<file path="src/rtl/uart_tx_serializer.sv">
// uart_tx_serializer
//   UART transmitter. Bytes arrive over a valid/ready handshake, are queued
//   in a small FIFO and are sent as 8N1 frames on tx_o. When the macro
//   UART_TX_PARITY_EN is defined, a parity bit is inserted between the data
//   bits and the stop bit, giving 8E1 or 8O1 frames.
//
// Parameters
//   CLK_FREQ_HZ  input clock frequency
//   BAUD_RATE    line rate; DIV = CLK_FREQ_HZ/BAUD_RATE clocks per bit (>= 2)
//   FIFO_DEPTH   byte FIFO entries (power of two, >= 2)
//
// Ports
//   clk           clock
//   rst_n         asynchronous reset, active low
//   tx_data_i     byte to send
//   tx_valid_i    tx_data_i valid
//   tx_ready_o    FIFO can accept a byte (not full)
//   parity_odd_i  1: odd parity, 0: even parity (used only with UART_TX_PARITY_EN)
//   tx_o          serial line, idle high, registered
//   busy_o        a frame is being sent
//   tx_done_o     one-cycle pulse in the last cycle of each stop bit
//   fifo_level_o  number of bytes buffered
module uart_tx_serializer #(
  parameter int CLK_FREQ_HZ = 25000000,
  parameter int BAUD_RATE   = 781250,
  parameter int FIFO_DEPTH  = 4
) (
  input  logic                            clk,
  input  logic                            rst_n,
  input  logic [7:0]                      tx_data_i,
  input  logic                            tx_valid_i,
  output logic                            tx_ready_o,
  input  logic                            parity_odd_i,
  output logic                            tx_o,
  output logic                            busy_o,
  output logic                            tx_done_o,
  output logic [$clog2(FIFO_DEPTH+1)-1:0] fifo_level_o
);

  localparam int DIV   = CLK_FREQ_HZ / BAUD_RATE;
  localparam int CNT_W = (DIV > 1) ? $clog2(DIV) : 1;
  localparam int LVL_W = $clog2(FIFO_DEPTH + 1);
  localparam int PTR_W = $clog2(FIFO_DEPTH);

  localparam logic [CNT_W-1:0] CNT_RELOAD = CNT_W'(DIV - 1);
  localparam logic [CNT_W-1:0] CNT_ZERO   = {CNT_W{1'b0}};
  localparam logic [CNT_W-1:0] CNT_ONE    = CNT_W'(1);
  localparam logic [LVL_W-1:0] LVL_FULL   = LVL_W'(FIFO_DEPTH);
  localparam logic [LVL_W-1:0] LVL_ZERO   = {LVL_W{1'b0}};

  localparam logic [2:0] S_IDLE   = 3'd0;
  localparam logic [2:0] S_START  = 3'd1;
  localparam logic [2:0] S_DATA   = 3'd2;
  localparam logic [2:0] S_STOP   = 3'd3;
`ifdef UART_TX_PARITY_EN
  localparam logic [2:0] S_PARITY = 3'd4;

  // Parity of one byte; odd selects odd parity (bit makes total count odd).
  function automatic logic parity_bit(input logic [7:0] data, input logic odd);
    parity_bit = (^data) ^ odd;
  endfunction
`else
  // parity_odd_i has no function in this build.
  logic unused_parity_s;
  assign unused_parity_s = parity_odd_i;
`endif

  // ---------------------------------------------------------------- FIFO
  logic [7:0]       fifo_mem_r [FIFO_DEPTH];
  logic [PTR_W-1:0] wr_ptr_r;
  logic [PTR_W-1:0] rd_ptr_r;
  logic [LVL_W-1:0] level_r;
  logic             full_s;
  logic             empty_s;
  logic             push_s;
  logic             pop_s;
  logic [7:0]       head_s;

  assign full_s     = (level_r == LVL_FULL);
  assign empty_s    = (level_r == LVL_ZERO);
  assign push_s     = tx_valid_i & ~full_s;
  assign head_s     = fifo_mem_r[rd_ptr_r];
  assign tx_ready_o = ~full_s;

  // FIFO storage, pointers and fill level; a push and pop together leave the level unchanged.
  always_ff @(posedge clk or negedge rst_n) begin
    if (!rst_n) begin
      for (int i = 0; i < FIFO_DEPTH; i++) begin
        fifo_mem_r[i] <= 8'h00;
      end
      wr_ptr_r <= {PTR_W{1'b0}};
      rd_ptr_r <= {PTR_W{1'b0}};
      level_r  <= LVL_ZERO;
    end else begin
      if (push_s) begin
        fifo_mem_r[wr_ptr_r] <= tx_data_i;
        wr_ptr_r             <= wr_ptr_r + PTR_W'(1);
      end
      if (pop_s) begin
        rd_ptr_r <= rd_ptr_r + PTR_W'(1);
      end
      case ({push_s, pop_s})
        2'b10:   level_r <= level_r + LVL_W'(1);
        2'b01:   level_r <= level_r - LVL_W'(1);
        default: level_r <= level_r;
      endcase
    end
  end

  // ---------------------------------------------------------------- FSM
  logic [2:0]       state_r,   state_n;
  logic [CNT_W-1:0] cnt_r,     cnt_n;
  logic [2:0]       bit_idx_r, bit_idx_n;
  logic [7:0]       shift_r,   shift_n;
  logic             par_r,     par_n;
  logic             done_n;
  logic             tx_n;
  logic             tx_r;
  logic             busy_r;
  logic             done_r;

  // Next-state logic. A pop loads the shift register and latches the parity
  // bit, so later changes on parity_odd_i cannot disturb a frame in flight.
  always_comb begin
    state_n   = state_r;
    cnt_n     = cnt_r;
    bit_idx_n = bit_idx_r;
    shift_n   = shift_r;
    par_n     = par_r;
    done_n    = 1'b0;
    pop_s     = 1'b0;
    case (state_r)
      S_IDLE: begin
        if (!empty_s) begin
          pop_s   = 1'b1;
          state_n = S_START;
          cnt_n   = CNT_RELOAD;
          shift_n = head_s;
`ifdef UART_TX_PARITY_EN
          par_n   = parity_bit(head_s, parity_odd_i);
`else
          par_n   = 1'b0;
`endif
        end else begin
          state_n = S_IDLE;
        end
      end
      S_START: begin
        if (cnt_r == CNT_ZERO) begin
          state_n   = S_DATA;
          cnt_n     = CNT_RELOAD;
          bit_idx_n = 3'd0;
        end else begin
          cnt_n = cnt_r - CNT_ONE;
        end
      end
      S_DATA: begin
        if (cnt_r == CNT_ZERO) begin
          cnt_n = CNT_RELOAD;
          if (bit_idx_r == 3'd7) begin
`ifdef UART_TX_PARITY_EN
            state_n = S_PARITY;
`else
            state_n = S_STOP;
`endif
          end else begin
            bit_idx_n = bit_idx_r + 3'd1;
            shift_n   = {1'b0, shift_r[7:1]};
          end
        end else begin
          cnt_n = cnt_r - CNT_ONE;
        end
      end
`ifdef UART_TX_PARITY_EN
      S_PARITY: begin
        if (cnt_r == CNT_ZERO) begin
          state_n = S_STOP;
          cnt_n   = CNT_RELOAD;
        end else begin
          cnt_n = cnt_r - CNT_ONE;
        end
      end
`endif
      S_STOP: begin
        if (cnt_r == CNT_ZERO) begin
          // Back-to-back: the next start bit follows the stop bit directly.
          if (!empty_s) begin
            pop_s   = 1'b1;
            state_n = S_START;
            cnt_n   = CNT_RELOAD;
            shift_n = head_s;
`ifdef UART_TX_PARITY_EN
            par_n   = parity_bit(head_s, parity_odd_i);
`else
            par_n   = 1'b0;
`endif
          end else begin
            state_n = S_IDLE;
          end
        end else begin
          cnt_n = cnt_r - CNT_ONE;
          // Registered pulse lands on the final stop-bit cycle (counter at 0).
          done_n = (cnt_r == CNT_ONE);
        end
      end
      default: begin
        state_n = S_IDLE;
        cnt_n   = CNT_ZERO;
      end
    endcase
  end

  // Line value for the upcoming state, so tx_o can be driven from a flop.
  always_comb begin
    tx_n = 1'b1;
    case (state_n)
      S_START:  tx_n = 1'b0;
      S_DATA:   tx_n = shift_n[0];
`ifdef UART_TX_PARITY_EN
      S_PARITY: tx_n = par_n;
`endif
      default:  tx_n = 1'b1;
    endcase
  end

  // FSM state and registered outputs; reset forces the line high immediately.
  always_ff @(posedge clk or negedge rst_n) begin
    if (!rst_n) begin
      state_r   <= S_IDLE;
      cnt_r     <= CNT_ZERO;
      bit_idx_r <= 3'd0;
      shift_r   <= 8'h00;
      par_r     <= 1'b0;
      tx_r      <= 1'b1;
      busy_r    <= 1'b0;
      done_r    <= 1'b0;
    end else begin
      state_r   <= state_n;
      cnt_r     <= cnt_n;
      bit_idx_r <= bit_idx_n;
      shift_r   <= shift_n;
      par_r     <= par_n;
      tx_r      <= tx_n;
      busy_r    <= (state_n != S_IDLE);
      done_r    <= done_n;
    end
  end

  assign tx_o         = tx_r;
  assign busy_o       = busy_r;
  assign tx_done_o    = done_r;
  assign fifo_level_o = level_r;

endmodule

</file>
<file path="config.mk">
export PLATFORM = sky130hd
export DESIGN_NAME = uart_tx_serializer
export DESIGN_NICKNAME = d
export VERILOG_FILES = /design/src/rtl/uart_tx_serializer.sv
export SDC_FILE = /design/constraint.sdc
export NUM_CORES = 1
export LEC_CHECK = 0
export ABC_AREA = 1
export CAP_MARGIN = 20
export CELL_PAD_IN_SITES_DETAIL_PLACEMENT = 0
export CELL_PAD_IN_SITES_GLOBAL_PLACEMENT = 2
export CORE_ASPECT_RATIO = 1.25
export CORE_MARGIN = 2
export CORE_UTILIZATION = 36
export DETAILED_ROUTE_END_ITERATION = 6
export MAX_ROUTING_LAYER = met4
export PLACE_DENSITY = 0.79
export SLEW_MARGIN = 15
export SYNTH_ARGS = -nofsm -noshare
export SYNTH_HDL_FRONTEND = slang
export SYNTH_SLANG_ARGS = --single-unit
</file>
<file path="constraint.sdc">
create_clock -name clk -period 3.1 [get_ports clk]
set_clock_uncertainty 0.15 [all_clocks]
set_input_delay 0.62 -clock clk [delete_from_list [all_inputs] [get_ports clk]]
set_output_delay 0.62 -clock clk [all_outputs]
set_load 0.05 [all_outputs]
</file>
-- Word-level counts from Yosys, hierarchy flattened
Index checks and enable logic that the tools add are counted.
Widths: inputs -> output; s select.
- add/subtract/negate cells: 6
- bitwise gates (word level): 4
- multiply operators: 0
- magnitude comparators: 3
- divide/modulo/power cells: 0
- shift operators: 0
- reduce and logical (&&, ||, !) cells: 11
- eq/ne operators: 14
- mux-type cells: 32
- operators with widths (kind ; number):
    $mux 8 ; 7
    $bwmux 32 ; 1
    $pmux 8 s3 ; 1
    $mux 3 ; 7
    $bmux 8 s2 ; 1
    $demux 8 s2 ; 1
    $mux 5 ; 3
    $pmux 5 s3 ; 1
    $pmux 3 s2 ; 2
    $pmux 3 s4 ; 1
    $eq 3x2->1 const B ; 3
    $ne 2x2->1 const B ; 4
    $reduce_and 4->1 ; 2
    $add 3x1->3 const B ; 2
    $eq 3x1->1 const B ; 2
    $eq 3x3->1 const B ; 2
    $ge 3x3->1 const B ; 2
    $logic_not 3->1 ; 2
    $not 2->3 ; 2
    $reduce_bool 3->1 ; 2
    $eq 5x1->1 const B ; 1
    $logic_not 5->1 ; 1
    $mux 1 ; 5
    $sub 5x1->5 const B ; 1
    other kinds (11) ; 14
- bits of input ports: 12
- memories kept: 0
- logic and storage cells: 85
- register bits: 61
- memory bits (writable): 0
- latch bits: 0
- ROM bits: 0

-- Depth between registers and ports, before layout
Gate-level depths: netlist of the first run.
- depth in word-level cells: 8
- gate-level depth with buffers: 14
- mapped depth without buffers: 14

-- Least setup slack after synthesis of the first run
No wires, ideal clock.
- path kind: reg2reg
- start: register level_r[1] (netlist: fifo_level_o[1])
- end: register level_r[2] (netlist: fifo_level_o[2])
- cell stages (with the launch flop): 10
- buffers on the path: 0
- slack: 0.685 ns
- arrival: 2.134 ns
- path through: dfrtp_1 nor2_2 nand2_2 nand2_2 ha_1 inv_1 fa_1 a21oi_1 o21ai_0 xor2_1
- elaborated cells between the ends (all ways): 13
- those cells by class: add/sub: 2; eq/ne: 3; mux: 4; bitwise: 2; reduce/logical: 2
- RTL lines (element ; line ; text):
    start: declaration ; 72 ; logic [LVL_W-1:0] level_r;
    start signal: assignment ; 103 ; 2'b10: level_r <= level_r + LVL_W'(1);
    start signal: assignment ; 104 ; 2'b01: level_r <= level_r - LVL_W'(1);
    start signal: assignment ; 105 ; default: level_r <= level_r;
    $eq 3x3->1 * ; 79 ; assign full_s = (level_r == LVL_FULL);
    $not 1->1 * ; n/a ;
    via tx_ready_o ; 32 ; output logic tx_ready_o,
    $and 1x1->1 * ; 81 ; assign push_s = tx_valid_i & ~full_s;
    $eq 2x1->1 or $eq 2x2->1 (tied branches) ; 102 ; case ({push_s, pop_s})
    $pmux 3 s2 or $reduce_bool 2->1 (tied branches) ; n/a ;
Mark *: on every way through the listed nets, which the timed path passes. The rest lies on a longest branch.
A chain may end at the register's enable or synchronous reset.

-- Worst setup path in the final report of the first run
- start: register cnt_r[0]
- end: register level_r[2] (netlist: fifo_level_o[2])
- word-level cells in the longest chain between the ends: 5
- elaborated cells between the ends (all ways): 7
- those cells by class: eq/ne: 2; mux: 3; reduce/logical: 2
- RTL lines (element ; line ; text):
    start: declaration ; 112 ; logic [CNT_W-1:0] cnt_r, cnt_n;
    start signal: assignment ; 239 ; cnt_r <= cnt_n;
    $logic_not 5->1 * ; 185 ; if (cnt_r == CNT_ZERO) begin
    $mux 1 * ; 185 ;
    $pmux 1 s2 * ; 132 ; case (state_r)
    via pop_s ; 76 ; logic pop_s;
    $eq 2x1->1 or $eq 2x2->1 (tied branches) ; 102 ;
    $pmux 3 s2 or $reduce_bool 2->1 (tied branches) ; n/a ;
Marks and branches as above.

==> results of run 1 <==
[area by class of cell]
| cell class | count | area [um2] | area share |
|---|---|---|---|
| repair buffers | 20 | 188 | 0.0535 |
| clock inverters | 3 | 42.5 | 0.0121 |
| inverters | 44 | 168 | 0.0478 |
| flip-flops and latches | 61 | 1530 | 0.436 |
| multi-input cells | 250 | 1290 | 0.368 |
| clock buffers | 13 | 169 | 0.0482 |
| well taps | 97 | 121 | 0.0346 |
[worst register-to-register path: cells and delay by family, from the launching register on]
kind / cells / cell delay [ps]
buf+inv: 4 / 390
simple gates: 4 / 370
fa+ha+maj: 3 / 730
xor+xnor: 1 / 150
flops: 1 / 400
compound gates: 2 / 250
[power by group]
part	internal, W	total (W)	leakage, nW	switching, W
Sequential	0.00112	0.00134	0.771	0.000222
Clock	0.000436	0.000747	0.106	0.000311
Combinational	0.000485	0.00138	0.879	0.000891
[flip-flops by register name (all words and copies together), names as in the netlist]
| name | flops |
|---|---|
| fifo_level_o | 3 |
| tx_done_o | 1 |
| state_r | 3 |
| cnt_r | 5 |
| fifo_mem_r | 32 |
| tx_o | 1 |
| bit_idx_r | 3 |
| rd_ptr_r | 2 |
| busy_o | 1 |
| shift_r | 8 |
| wr_ptr_r | 2 |
[layer usage]
metal | vias up | global-route usage
met3 | 6 | 0.0349
met4 | 0 | 0.0510
met1 | 1095 | 0.191
met5 | - | -
met2 | 19 | 0.258
li1 | 1204 | -
[cell families after synthesis]
family	after synthesis	synth area share
AOI/OAI and AO/OA	74	0.126
and+or+nand+nor	160	0.239
other	1	0.00124
DFF	61	0.504
adders and majority gates	11	0.0479
xor gates and xnor gates	4	0.0116
buffers and inverters	53	0.0698
[cells in the final DEF, fill, tap and decap left out, types with 2 or more instances in the layout]
cell / Yosys / final
nand2_2: 12 / 12
nor2_4: 3 / 3
a22o_1: 2 / 2
inv_1: 37 / 37
ha_1: 10 / 10
o21ai_0: 61 / 61
nand2_1: 88 / 88
a21oi_1: 5 / 5
o21ai_1: 4 / 4
clkbuf_8: 0 / 12
buf_4: 0 / 3
clkdlybuf4s50_1: 0 / 16
xor2_1: 3 / 3
nor3_1: 4 / 4
dfrtp_1: 60 / 60
nand3_2: 4 / 4
nor2_1: 29 / 29
nand3_1: 17 / 17
inv_2: 6 / 6
[through the flow]
stage	area, um2	worst slack [ps]
global placement	3290	521
global route	3510	266
finish	3510	539
CTS	3510	515
detailed placement	3290	510
floorplan	3030	685
[how the worst max path moves through the flow]
stage,start,end,slack [ps],cells after the start
CTS,cnt_r[0],fifo_level_o[2],520,14
global placement,cnt_r[0],fifo_level_o[2],520,14
detailed placement,cnt_r[0],fifo_level_o[2],510,14
floorplan,fifo_level_o[1],fifo_level_o[2],680,9
finish,cnt_r[0],fifo_level_o[2],540,14
global route,cnt_r[0],fifo_level_o[2],270,14
==> qor.txt, run 1 <==
Crit Reg-Reg Endpoint: fifo_level_o[2]
CP peak stage delay: 400 ps
Vias in the first global route: 2278
Total grt overflow: 0
Crit Path Category: flip-flop to flip-flop
Placed wire-length estimate: 4350 um
Die footprint: 0.00917 mm2
Post-CTS Hold Buffers: 0
Area leader, netlist: dfrtp_1
Post-Syn Instances: 364
Most numerous cell in the Yosys netlist: nand2_1
Highest routed layer: met4
Worst-Margin Slew: 608 ps
Layout cells sized above 1: 0.123
Number of top-level pins: 19
Routed wire length: 6330 um
Maximum VDD drop: 0.330 mV
Total GRT Usage: 0.157
Worst path required time: 3160 ps
Chip Width: 86.0 um
Placeable Area: 0.00819 mm2
Antenna violations before repair: 0
# port buffers: 17
Fin crit share: 0.826
P_leak: 1.76 nW
Worst skew pair latency: 330 ps
Syn nets: 387
Max Buffers Root-to-Sink: 2
Num CTS Buffers: 9
MaxCap Viol Count: 0
WP buf/inv: 4
# Post-CTS Setup Buffers: 0
Hold WS: 147 ps
DRT iter0 DRCs: 73
EDFF count, synth: 0
Area Growth Syn to Fin: 15.7%
H-Tree Depth: 3
DRC viols: 0
CP Max Fanout: 9
Post-route ant nets: 0
Crit-path cells: inv_1 -> ha_1 -> nand3_4 -> nand2_1 -> nand2_2 -> inv_2 -> nand2_2 -> inv_2 -> ha_1 -> inv_1 -> fa_1 -> a21oi_1 -> o21ai_0 -> xor2_1
PostCTS Resize Cnt: 0
Startpoint types: flip-flop
Min Tclk post-route: 2560 ps
CP arrival: 2620 ps
Ys async rst share: 1.00
Final hold violations: 0
Fin cells: 488
Worst slew margin: 0.594
CTS tree: done
Mapped Area: 0.00303 mm2
Family with the most delay on the worst path: adder cells
Wl on met1: 3020 um
Synthesized area per cell: 8.32 um2
R2R depth: 14
Placed insts: 472
Synth Register Bits: 61
Met3 routed WL: 140 um
Largest net degree at the start of global routing: 28
Unique masters post-synth: 28
Final setup fails: 0
Starting Density: 0.370
Routed met2 length: 3080 um
Setup TNS: 0 ps
Root Buffer: clkbuf_8
Antenna diodes: 0
First-pass GRT wire length: 10900 um
Max frequency: 391 MHz
Final Total Pwr: 0.00346 W
Chip Height: 107 um
Clock slew at reported path FFs: 70 ps
Drt pass-1 iters: 4
Top cells by count, synth: nand2_1, o21ai_0, dfrtp_1
Filler instances: 848
Slowest CP cell: dfrtp_1
Vias: 2324
Reg-to-Reg Start: cnt_r[0]
RSZ-0062 raised after global routing: false
Nets: 409
Clk sinks: 61
Largest cells by area after synthesis: dfrtp_1, nand2_1, o21ai_0, inv_1, ha_1
Synth warn: 0
Slew Limit Fails: 0
Vias per std cell: 4.76
Cell Pwr Density: 988 mW/mm2
Sequential-to-total area share from yosys stat: 0.504
Worst hold path class: primary input to asynchronous set/reset pin
Outcome: finished clean
WL/cell: 13.0 um
Synth Flop Type: dfrtp_1
Register-to-register setup slack: 540 ps
Final Core Density: 0.428
GP Congestion: 0.821
Synth top area share: 0.496
Worst setup EP type: flip-flop
Row cnt: 37
Power figures use the tool's default switching activity.
==> run 2: changes to the inputs <==
clock period = 2.5 ns   (was 3.1 ns; I/O delays follow)
==> run 2 against run 1 <==
Against the previous run: combinational power grew 28%; clock power up 41%; sequential share of layout area is 0.97 points lower; non-clock buffer count rose by 4; cell area grew 2.3%; utilization up 0.98 points; critical path depth decreased by 11; flip-flop and latch count stayed put; largest power group unchanged.
==> qor.txt, run 2 (same netlist as run 1, synthesis figures left out) <==
Outcome: finished clean
Total GRT Usage: 0.162
CP arrival: 1710 ps
Chip Height: 107 um
Highest routed layer: met4
Drt pass-1 iters: 5
Antenna diodes: 0
RSZ-0062 raised after global routing: false
Maximum VDD drop: 0.437 mV
Chip Width: 86.0 um
Max frequency: 424 MHz
Reg-to-Reg Start: cnt_r[0]
Vias: 2356
Worst-Margin Slew: 574 ps
Post-route ant nets: 0
Final WS setup: 142 ps
P_leak: 1.80 nW
Vias per std cell: 4.79
Fin area: 0.00359 mm2
Layout cells sized above 1: 0.144
Antenna violations before repair: 0
First-pass GRT wire length: 11200 um
Filler instances: 819
Pre-CTS setup slack: 93.6 ps
Post-CTS Hold Buffers: 0
Nets: 413
Routed met2 length: 3100 um
Crit Reg-Reg Endpoint: fifo_level_o[2]
Met3 routed WL: 114 um
H-Tree Depth: 3
Worst path required time: 1850 ps
Crit Path Category: flip-flop to output port
Starting Density: 0.370
Total grt overflow: 0
Area Growth Syn to Fin: 18.4%
Slew Limit Fails: 0
CP Max Fanout: 4
Clock slew at reported path FFs: 70 ps
Clk sinks: 61
Largest net degree at the start of global routing: 62
Most common cell after layout, fill and taps aside: nand2_1
Row cnt: 37
Top flop regs: fifo_mem_r (32), shift_r (8), cnt_r (5)
DRC viols: 0
GP Congestion: 0.786
Largest reg by FF count: fifo_mem_r
Max Buffers Root-to-Sink: 2
MaxCap Viol Count: 0
Worst setup EP type: output port
Fin crit share: 0.943
# port buffers: 17
Cell Pwr Density: 1250 mW/mm2
Worst slew margin: 0.617
Worst hold path class: primary input to asynchronous set/reset pin
Startpoint types: flip-flop
Wl on met1: 2980 um
Placeable Area: 0.00819 mm2
Most frequent cells in the layout: nand2_1, o21ai_0, dfrtp_1
Final setup fails: 0
Die footprint: 0.00917 mm2
Min Tclk post-route: 2360 ps
WL/cell: 12.8 um
CTS tree: done
Setup TNS: 0 ps
Num CTS Buffers: 9
Number of top-level pins: 19
Routed wire length: 6300 um
Area after DPL: 0.00333 mm2
R2R depth: 14
Register-to-register setup slack: 210 ps
Max reg flops: 32
Vias in the first global route: 2360
Placed wire-length estimate: 4350 um
DRT iter0 DRCs: 98
Final hold violations: 0
Root Buffer: clkbuf_8
Worst skew pair latency: 330 ps
[run 2: power by group]
part           internal [W]  leakage (nW)  switching (W)
clock              0.000669         0.126       0.000379
sequential          0.00139         0.771       0.000278
combinational      0.000647         0.901        0.00112
[run 2: worst max-delay path by stage]
stage / from / to / slack (ps) / cells after the start
final: fifo_level_o[0] / tx_ready_o / 140 / 3
after global routing: cnt_r[0] / fifo_level_o[2] / 1 / 14
after CTS: cnt_r[0] / fifo_level_o[2] / 90 / 14
after detailed placement: cnt_r[0] / fifo_level_o[2] / 90 / 14
after global placement: cnt_r[0] / fifo_level_o[2] / 130 / 14
after floorplan: fifo_level_o[1] / fifo_level_o[2] / 80 / 9
[run 2: final cells by class]
type	instances	area (um2)	share of cell area
flip-flops and latches	61	1530	0.426
clock buffers	13	179	0.0499
well taps	97	121	0.0338
repair buffers	24	230	0.0642
inverters	44	168	0.0468
clock inverters	3	65.1	0.0181
multi-input cells	250	1290	0.361
[run 2: worst max-delay path, stage by stage, from the launching register on]
cell and delay [ps]:
dfrtp_1 440, nor2_2 70, nand2_2 70, clkdlybuf4s50_1 800
[run 2: timing repair]
| action | 4_1_cts | 5_1_grt |
|---|---|---|
| hold endpoints to repair | 0 | 0 |
| setup buffers | 0 | 1 |
| gates resized for setup | 0 | 4 |
| setup endpoints to repair | 0 | 1 |
[run 2: stage by stage]
step | util | cells | hold slack [ps] | power (W)
floorplan | - | 364 | 54.4 | 0.00294
global placement | 0.406 | 475 | 311 | 0.00344
detailed placement | 0.406 | 475 | 318 | 0.00346
CTS | 0.436 | 491 | 24.0 | 0.00453
global route | 0.438 | 492 | 33.2 | 0.00491
finish | 0.438 | 492 | 14.5 | 0.00448
[run 2: metal layers]
metal  vias up  global-route usage
li1       1212                   -
met1      1109               0.202
met2        25               0.259
met3        10              0.0264
met4         0              0.0680
met5         -                   -
